==> src/rtl/ram_tick_pkg.sv <==
`default_nettype none
// ============================================================================
// Module   : ram_tick_pkg
// Purpose  : Shared types and sizing helpers for the ram_tick_bank block.
//            - state_t       : bank control states (CLEAR sweep, RUN)
//            - calc_depth    : words in the array for a given address width
//            - calc_be_w     : byte-enable lanes for a given data width
//            - calc_cnt_w    : divider counter width, never below 1 bit
// Revision : 1.0 - initial release
// ============================================================================
package ram_tick_pkg;

  typedef enum logic [0:0] {
    CLEAR = 1'b0,
    RUN   = 1'b1
  } state_t;

  function automatic int calc_depth(input int addr_w);
    return 1 << addr_w;
  endfunction

  function automatic int calc_be_w(input int data_w);
    return data_w / 8;
  endfunction

  // A divide-by-1 divider still needs a 1-bit register to hold its constant 0.
  function automatic int calc_cnt_w(input int div_max);
    return (div_max > 1) ? $clog2(div_max) : 1;
  endfunction

endpackage
`default_nettype wire

==> src/rtl/ram_tick_gen.sv <==
`default_nettype none
// ============================================================================
// Module   : ram_tick_gen
// Purpose  : Free-running rate-strobe generator. Emits a one-cycle enable
//            pulse every DIV_MAX clk cycles; never produces a derived clock.
// Ports    : clk  in  - clock, rising edge
//            rst  in  - synchronous active-high reset
//            tick out - one-cycle strobe, high while count == DIV_MAX-1
// Revision : 1.0 - initial release
// ============================================================================
module ram_tick_gen
  import ram_tick_pkg::*;
#(
  parameter int DIV_MAX = 2**26
) (
  input  logic clk,
  input  logic rst,
  output logic tick
);

  localparam int               CNT_W = calc_cnt_w(DIV_MAX);
  localparam logic [CNT_W-1:0] LAST  = CNT_W'(DIV_MAX - 1);

  generate
    if (DIV_MAX < 1) begin : g_bad_div_max
      $error("ram_tick_gen: DIV_MAX must be at least 1");
    end
  endgenerate

  logic [CNT_W-1:0] count;
  // Suppresses the strobe in the first cycle out of reset; only matters for
  // DIV_MAX == 1, where the counter sits at LAST permanently.
  logic             started;

  always_ff @(posedge clk) begin
    if (rst) begin
      count   <= '0;
      started <= 1'b0;
    end else begin
      started <= 1'b1;
      if (count == LAST) begin
        count <= '0;
      end else begin
        count <= count + 1'b1;
      end
    end
  end

  assign tick = started && (count == LAST);

endmodule
`default_nettype wire

==> src/rtl/ram_tick_bank.sv <==
`default_nettype none
// ============================================================================
// Module   : ram_tick_bank
// Purpose  : Single-port synchronous RAM bank paced by an internal rate
//            strobe. After reset the array is swept to zero, then one
//            request may transfer per tick over a valid/ready interface.
//            Reads (and, with WR_RSP=1, writes) answer one clk later.
// Ports    : clk        in  - clock, rising edge
//            rst        in  - synchronous active-high reset
//            req_valid  in  - request present
//            req_ready  out - request accepted this cycle (tick in RUN)
//            req_we     in  - 1 write, 0 read
//            req_be     in  - per-byte write enables
//            req_addr   in  - word address
//            req_wdata  in  - write data
//            rsp_valid  out - one-cycle response strobe
//            rsp_data   out - response word, held until the next response
//            tick_o     out - one-cycle rate strobe
//            clr_busy   out - zero-clear sweep in progress
// Revision : 1.0 - initial release
// ============================================================================
module ram_tick_bank
  import ram_tick_pkg::*;
#(
  parameter int DATA_W  = 8,
  parameter int ADDR_W  = 7,
  parameter int DIV_MAX = 2**26,
  parameter bit WR_RSP  = 1'b0
) (
  input  logic                clk,
  input  logic                rst,
  input  logic                req_valid,
  output logic                req_ready,
  input  logic                req_we,
  input  logic [DATA_W/8-1:0] req_be,
  input  logic [ADDR_W-1:0]   req_addr,
  input  logic [DATA_W-1:0]   req_wdata,
  output logic                rsp_valid,
  output logic [DATA_W-1:0]   rsp_data,
  output logic                tick_o,
  output logic                clr_busy
);

  localparam int DEPTH = calc_depth(ADDR_W);
  localparam int BE_W  = calc_be_w(DATA_W);

  generate
    if ((DATA_W < 8) || ((DATA_W % 8) != 0)) begin : g_bad_data_w
      $error("ram_tick_bank: DATA_W must be a positive multiple of 8");
    end
  endgenerate

  logic [DATA_W-1:0] mem [DEPTH];

  state_t            state;
  state_t            state_next;
  logic [ADDR_W-1:0] clr_ptr;
  logic              tick;

  // Single memory port, shared between the sweep and the request path.
  logic              mem_we;
  logic [ADDR_W-1:0] mem_addr;
  logic [BE_W-1:0]   mem_be;
  logic [DATA_W-1:0] mem_wdata;
  logic              rsp_load;
  logic              rsp_valid_q;

  ram_tick_gen #(
    .DIV_MAX (DIV_MAX)
  ) u_tick_gen (
    .clk  (clk),
    .rst  (rst),
    .tick (tick)
  );

  assign tick_o = tick;

  // --------------------------------------------------------------------------
  // State register and sweep pointer
  // --------------------------------------------------------------------------
  always_ff @(posedge clk) begin
    if (rst) begin
      state   <= CLEAR;
      clr_ptr <= '0;
    end else begin
      state <= state_next;
      // Wraps back to 0 after the last word, ready for the next sweep.
      if (state == CLEAR) begin
        clr_ptr <= clr_ptr + 1'b1;
      end
    end
  end

  // --------------------------------------------------------------------------
  // Next-state and port control
  // --------------------------------------------------------------------------
  always_comb begin
    state_next = state;
    req_ready  = 1'b0;
    clr_busy   = 1'b0;
    mem_we     = 1'b0;
    mem_addr   = req_addr;
    mem_be     = req_be;
    mem_wdata  = req_wdata;
    rsp_load   = 1'b0;

    case (state)
      CLEAR: begin
        clr_busy  = 1'b1;
        // The sweep runs every clk, independent of the tick.
        mem_we    = !rst;
        mem_addr  = clr_ptr;
        mem_be    = '1;
        mem_wdata = '0;
        if (clr_ptr == '1) begin
          state_next = RUN;
        end
      end
      RUN: begin
        // Gating with rst keeps a transfer from being acknowledged on an
        // edge that the reset will discard.
        req_ready = tick && !rst;
        mem_we    = req_valid && req_ready && req_we;
        rsp_load  = req_valid && req_ready && (!req_we || WR_RSP);
      end
      default: begin
        state_next = CLEAR;
      end
    endcase
  end

  // --------------------------------------------------------------------------
  // Memory array: byte-lane writes, no reset (the sweep zeroes it)
  // --------------------------------------------------------------------------
  always_ff @(posedge clk) begin
    if (mem_we) begin
      for (int i = 0; i < BE_W; i++) begin
        if (mem_be[i]) begin
          mem[mem_addr][8*i +: 8] <= mem_wdata[8*i +: 8];
        end
      end
    end
  end

  // --------------------------------------------------------------------------
  // Response register. Sampling mem on the same edge as a write yields the
  // pre-write word, which is the read-first value WR_RSP returns.
  // --------------------------------------------------------------------------
  always_ff @(posedge clk) begin
    if (rst) begin
      rsp_valid_q <= 1'b0;
      rsp_data    <= '0;
    end else begin
      rsp_valid_q <= rsp_load;
      if (rsp_load) begin
        rsp_data <= mem[mem_addr];
      end
    end
  end

  // A reset raised while a response is on the port drops it immediately.
  assign rsp_valid = rsp_valid_q && !rst;

endmodule
`default_nettype wire

==> config.mk <==
export PLATFORM = sky130hd
export DESIGN_NAME = ram_tick_bank
export DESIGN_NICKNAME = d
export VERILOG_FILES = /design/src/rtl/ram_tick_pkg.sv /design/src/rtl/ram_tick_gen.sv /design/src/rtl/ram_tick_bank.sv
export SDC_FILE = /design/constraint.sdc
export NUM_CORES = 1
export LEC_CHECK = 0
export BUFFER_PORTS_ARGS = -buffer_cell sky130_fd_sc_hd__buf_2
export CORE_ASPECT_RATIO = 1.4
export CORE_MARGIN = 1
export CORE_UTILIZATION = 47
export CTS_BUF_LIST = sky130_fd_sc_hd__clkbuf_8
export CTS_CLUSTER_SIZE = 10
export DETAILED_ROUTE_END_ITERATION = 7
export SLEW_MARGIN = 25
export SYNTH_ARGS = -nofsm -noshare
export SYNTH_HDL_FRONTEND = slang
export SYNTH_SLANG_ARGS = --single-unit
==> constraint.sdc <==
create_clock -name clk -period 8.75 [get_ports clk]
set_input_delay 0.875 -clock clk [delete_from_list [all_inputs] [get_ports clk]]
set_output_delay 0.875 -clock clk [all_outputs]
set_load 0.02 [all_outputs]
# [Word level (Yosys, flattened, before mapping)]
# Memory sizes are Yosys's and may differ from the RTL's. A register that Yosys moved wholly into a read port is not among the register bits.
# Index checks and enable logic that the tools add are counted.
[word_totals] register_bits=36 latch_bits=0 ramBits=1024 mem_bits_ro=0 inputBits=20 output_inout_bits=12 memories=1
[op_classes] n_addsub=2 mul=0 div=0 magnitude_cmp=0 n_eq_ne=2 shifts=0 muxes=13 bitwise=1 n_reduce_logical=9
[memory_table] memory="mem" words=128 width=8 read_ports=1 rd_clocked_by_memory_dff=1 wr=1 line_no="ram_tick_bank.sv:53" rtl="logic [DATA_W-1:0] mem [DEPTH];"
[op_table] cell="$add 26x1->26 const B" count=1
[op_table] cell="$eq 26x26->1 const B" count=1
[op_table] cell="$mux 1" count=10
[op_table] cell="$mux 8" count=1
[op_table] cell="$add 7x1->7 const B" count=1
[op_table] cell="$eq 7x7->1 const B" count=1
[op_table] cell="$mux 7" count=1
[op_table] cell="$logic_and 1x1->1" count=6
[op_table] cell="$logic_not 1->1" count=2
[op_table] cell="$pmux 1 s2" count=1
[op_table] cell="$reduce_or 2->1" count=1
[op_table] cell="$not 1->1" count=1

# [Logic depth before layout (Yosys ltp)]
[logic_depth] ltp_word=8 mapped_depth=14 mapped_depth_nobuf=9

# [Modules after synthesis]
# A second synthesis with hierarchy kept.
[hier_totals] cells_unflattened=2496 area_unflattened_um2=40787.9
[modules_own_cells] module="ram_tick_bank" instances=1 cells_each=2352 area_each_um2=39466.6 seq_area_each_um2=31089.8
[modules_own_cells] module="ram_tick_gen" instances=1 cells_each=144 area_each_um2=1321.3 seq_area_each_um2=540.5

# [Worst setup path before layout]
# Ideal clock, no wire load.
[synth_path] path_type="reg-to-reg" startpoint="register state" endpoint="memory mem[0][0], data pin" setup_time_ns=0.534 t_arrival_ns=3.194 path_slack_ns=5.022 stages_incl_launch_ff=9 period_less_slack_ns=3.728 path_cell_list="dfxtp_1 buf_6 buf_4 buf_4 buf_4 buf_2 buf_2 clkbuf_1 and2_1"
[synth_between] elab_chain_len=1
[synth_rtl] element="start: declaration" line_no="ram_tick_bank.sv:55" rtl="state_t state;"
[synth_rtl] element="start signal: assignment" line_no="ram_tick_bank.sv:86" rtl="state <= state_next;"
[synth_rtl] element="$mux 8" line_no="ram_tick_bank.sv:107" rtl="case (state)"
[synth_rtl] element="named net mem_wdata[0]" line_no="ram_tick_bank.sv:64" rtl="logic [DATA_W-1:0] mem_wdata;"
[synth_rtl] element="end: declaration" line_no="ram_tick_bank.sv:53"
# The timed path passes the listed nets, and every way through them passes these cells.

# [Worst setup path after layout]
[layout_path] startpoint="register state" endpoint="register rsp_data[1] (read register of mem)"
[layout_between] elab_chain_len=1 word_cells_on_any_way=2 classes_between="mux: 2"
[layout_rtl] element="$mux 7 or $mux 1 (tied branches)" line_no="ram_tick_bank.sv:107"
[layout_rtl] element="end: declaration" line_no="ram_tick_bank.sv:39" rtl="output logic [DATA_W-1:0] rsp_data,"
# Parallel ways exist; a longest one is shown, timed or not.
# A chain may end at the register's enable or synchronous reset.

==> key figures <==
Global routing
  – First-pass GRT wire length: 177 mm
  – Grt total ovfl: 0
  – GR Util All Layers: around 28%
  – Initial antenna violation count: 3
  – Vias in the first global route: ~25000
  – Largest net degree at the start of global routing: 94

Clocking
  – Clk slew on worst S/H paths: 0.06 ns
  – CTS H-tree lvls: 4
  – CTS tree: built
  – Post-CTS sizing: 0
  – Clk sinks: 1068
  – TritonCTS buffer count: between 150 and 200
  – Root Driver: clkbuf_8
  – Clk_lat worst skew: 0.82 ns
  – Post-CTS Hold Buffers: 0
  – Post-CTS Setup Inserts: 0
  – Clock buffer depth: 3

Critical path
  – CP startpoint kind: flip-flop
  – Crit path max fanout: 52
  – Setup crit end kind: flip-flop
  – Critical path type: flip-flop to flip-flop
  – R2R Path Start: state$_SDFF_PP0_
  – WP data required: 9.43 ns
  – CP arrival: 5.77 ns
  – Crit path launch: state$_SDFF_PP0_

Timing
  – Slew HR: around 28%
  – RSZ-0062 raised after global routing: false
  – Slew Limit Fails: 0
  – Fmax: between 150 and 200 MHz
  – Setup TNS: 0 ns
  – Setup violators final: 0
  – Final hold slack: about 0.46 ns
  – Final Hold Fails: 0
  – Crit path time final: 5.08 ns
  – Worst-Margin Slew: 1.08 ns
  – Crit share post-route: between 50% and 60%
  – Final Skew: 0.0287 ns

Synth
  – Sequential area share after synthesis: 76.2%
  – Prevailing post-synth register cell: edfxtp_1
  – Gate Count Post-Synth: 2602
  – Synth async-reset ratio: 0%
  – Synth warnings: 0
  – Synthesized area: 0.0415 mm²
  – Yosys reg bits: ~1100
  – Mean area per synthesized cell: about 16 µm²
  – Number of library cell types mapped by synthesis: 71
  – Synth Net Count: between 2000 and 3000
  – Post-synth EDFFs: roughly 1000

Flow run
  – Maxcap violations: 0

Routing
  – Pre-Repair DR Iteration Count: 8
  – Detailed Route WL: 124 mm
  – DR vias: 25286
  – Post-route ant nets: 0
  – WL per Instance: 31.3 µm
  – # DRC: 2
  – Initial DRC count: between 3000 and 4000
  – Vias per Instance: 6.38

Floorplanning
  – Full die area: 0.0896 mm²
  – IO Count: 32
  – Chip width: 253 µm
  – Row Count: 128
  – Core Region: 0.0873 mm²
  – Initial Util: 47.6%
  – Die height: 354 µm

Place
  – PortBufs: 31
  – Area post-placement: 0.0431 mm²
  – Placer Congestion: between 0.9 and 1
  – Dpl hpwl: 71.9 mm

Layout
  – Post-route cell area: 0.0458 mm²
  – Area occupied by multi-input gates: 0.00937 mm²
  – Area growth, synth to finish: 10.4%
  – Finished Core Util: 52.5%
  – Sequential cell area: 0.0316 mm²
  – Layout cell share with drive strength beyond 1: 15.0%
  – Fillcell total: 7079
  – NumNets Final: 2696

Power
  – Final Power: just under 10 mW
  – P per Cell Area: roughly 210 mW/mm²
  – Pleak: 14.9 nW
  – Maximum VDD drop: 111 µV

Hold path
  – Min-Delay Path Class: flip-flop to flip-flop
  – Worst Hold Launch: u_tick_gen.count[0]$_SDFF_PP0_

Run status
  – Status: finished, violations left
  – Failing checks: DRC
flip-flops by register name (all words and copies together), names as in the netlist:
| signal | flops |
|---|---|
| clr_ptr | 7 |
| mem | 1024 |
| rsp_data | 8 |
| rsp_valid_q | 1 |
| state | 1 |
| u_tick_gen.count | 26 |
| u_tick_gen.started | 1 |
path summary, 6_finish.rpt:
kind,to,cells past startpoint,slack (ns)
max,rsp_data[1]$_SDFFE_PP0P_,10,3.67
min,u_tick_gen.count[0]$_SDFF_PP0_,1,0.46
max reg2reg,rsp_data[1]$_SDFFE_PP0P_,10,3.67
min reg2reg,u_tick_gen.count[0]$_SDFF_PP0_,1,0.46
area by class of cell:
cell class / count / area share (%)
Timing Repair Buffer: 90 / 1.38
Sequential cell: 1068 / 69.0
Tap cell: 1170 / 3.19
Clock buffer: 157 / 4.72
Multi-Input combinational cell: 1356 / 20.4
Antenna cell: 1 / 0.00546
Clock inverter: 115 / 1.18
Inverter: 5 / 0.0410
cell families after synthesis:
family / Yosys count / share of synthesized area [%]
adders and majority gates: 2 / 0.0603
muxes: 188 / 4.96
buffers and inverters: 178 / 1.87
DFF: 1068 / 76.2
AOI/OAI and AO/OA: 589 / 10.7
and+or+nand+nor: 548 / 5.62
xor gates and xnor gates: 29 / 0.612
placed cells by master (no fill, tap or decap), drive strengths merged, types with 5 or more instances in the layout:
| master | Yosys | final |
|---|---|---|
| clkbuf | 87 | 157 |
| nor2b | 5 | 5 |
| nor3 | 6 | 6 |
| o221ai | 19 | 19 |
| inv | 4 | 55 |
| xnor2 | 9 | 9 |
| nand4 | 11 | 11 |
| nand2 | 244 | 244 |
| clkinv | 1 | 56 |
| o32ai | 5 | 5 |
| nand3 | 40 | 40 |
| o2bb2ai | 16 | 16 |
| xor2 | 20 | 20 |
| and2 | 11 | 11 |
| nor2 | 187 | 187 |
| clkinvlp | 0 | 7 |
| a221oi | 97 | 97 |
| dfxtp | 44 | 44 |
| a222oi | 83 | 83 |
| mux2i | 65 | 65 |
| and3 | 15 | 15 |
| a22o | 9 | 9 |
| a311oi | 12 | 12 |
| o21ai | 38 | 38 |
| nand2b | 6 | 6 |
| a22oi | 82 | 82 |
| buf | 86 | 90 |
| o22ai | 39 | 39 |
| a31oi | 15 | 15 |
| a21oi | 112 | 112 |
| mux2 | 122 | 122 |
| o211ai | 7 | 7 |
| edfxtp | 1024 | 1024 |
| a211oi | 16 | 16 |
synthesized netlist by cell type (all sizes together), types with 4 or more instances:
cell type  instances  area, µm²
o22ai             39        244
a222oi            83        831
nand3             40        200
a21oi            112        561
o21ai             38        190
o31ai              4       30.0
nand2b             6       37.5
clkbuf            87        327
nor3               6       30.0
o2bb2ai           16        140
or4                4       30.0
a31oi             15       93.8
or3                4       25.0
o32ai              5       51.3
nor4               4       31.3
o41ai              4       35.0
mux2i             65        658
dfxtp             44        881
a311oi            12        105
edfxtp          1024      30700
a22oi             82        616
inv                4       15.0
o221ai            19        166
o211ai             7       52.6
o21a               4       30.0
buf               86        433
nor2b              5       31.3
mux2             122       1380
a211oi            16        120
a22o               9       78.8
xnor2              9       78.8
a221oi            97        850
nor2             187        707
xor2              20        175
nand2            244        916
a221o              4       40.0
and2              11       68.8
and3              15       93.8
nand4             11       68.8
critical path, cell delays in order, from the launching register on:
cell       delay (ns)
dfxtp_2          0.63
buf_4            0.52
mux2_8           0.63
buf_4            0.60
mux2_1           0.38
a222oi_1         0.37
a21oi_1          0.17
o41ai_1          0.72
o21ai_1          0.27
a2111oi_0        0.48
nor3_1           0.09
where the power goes:
| group | internal, mW | switching (mW) | leakage [nW] | total, mW |
|---|---|---|---|---|
| clock | 1.72 | 1.87 | 1.55 | 3.59 |
| combinational | 0.183 | 0.435 | 2.99 | 0.619 |
| sequential | 5.52 | 0.00916 | 10.3 | 5.53 |
through the flow:
stage,worst slack (ns),std cells
5_1_grt,3.51,3962
3_3_place_gp,3.64,3688
3_5_place_dp,3.86,3688
2_1_floorplan,5.02,2602
4_1_cts,3.84,3960
6_report,3.67,3962
layer usage:
layer  share of wire [%]  GRT usage, %
met3                  10          6.51
met1                  36          33.9
met2                  49          45.7
met4                 5.5          15.1
met5               0.024             0
No activity file was read; power rests on OpenSTA's default activity.
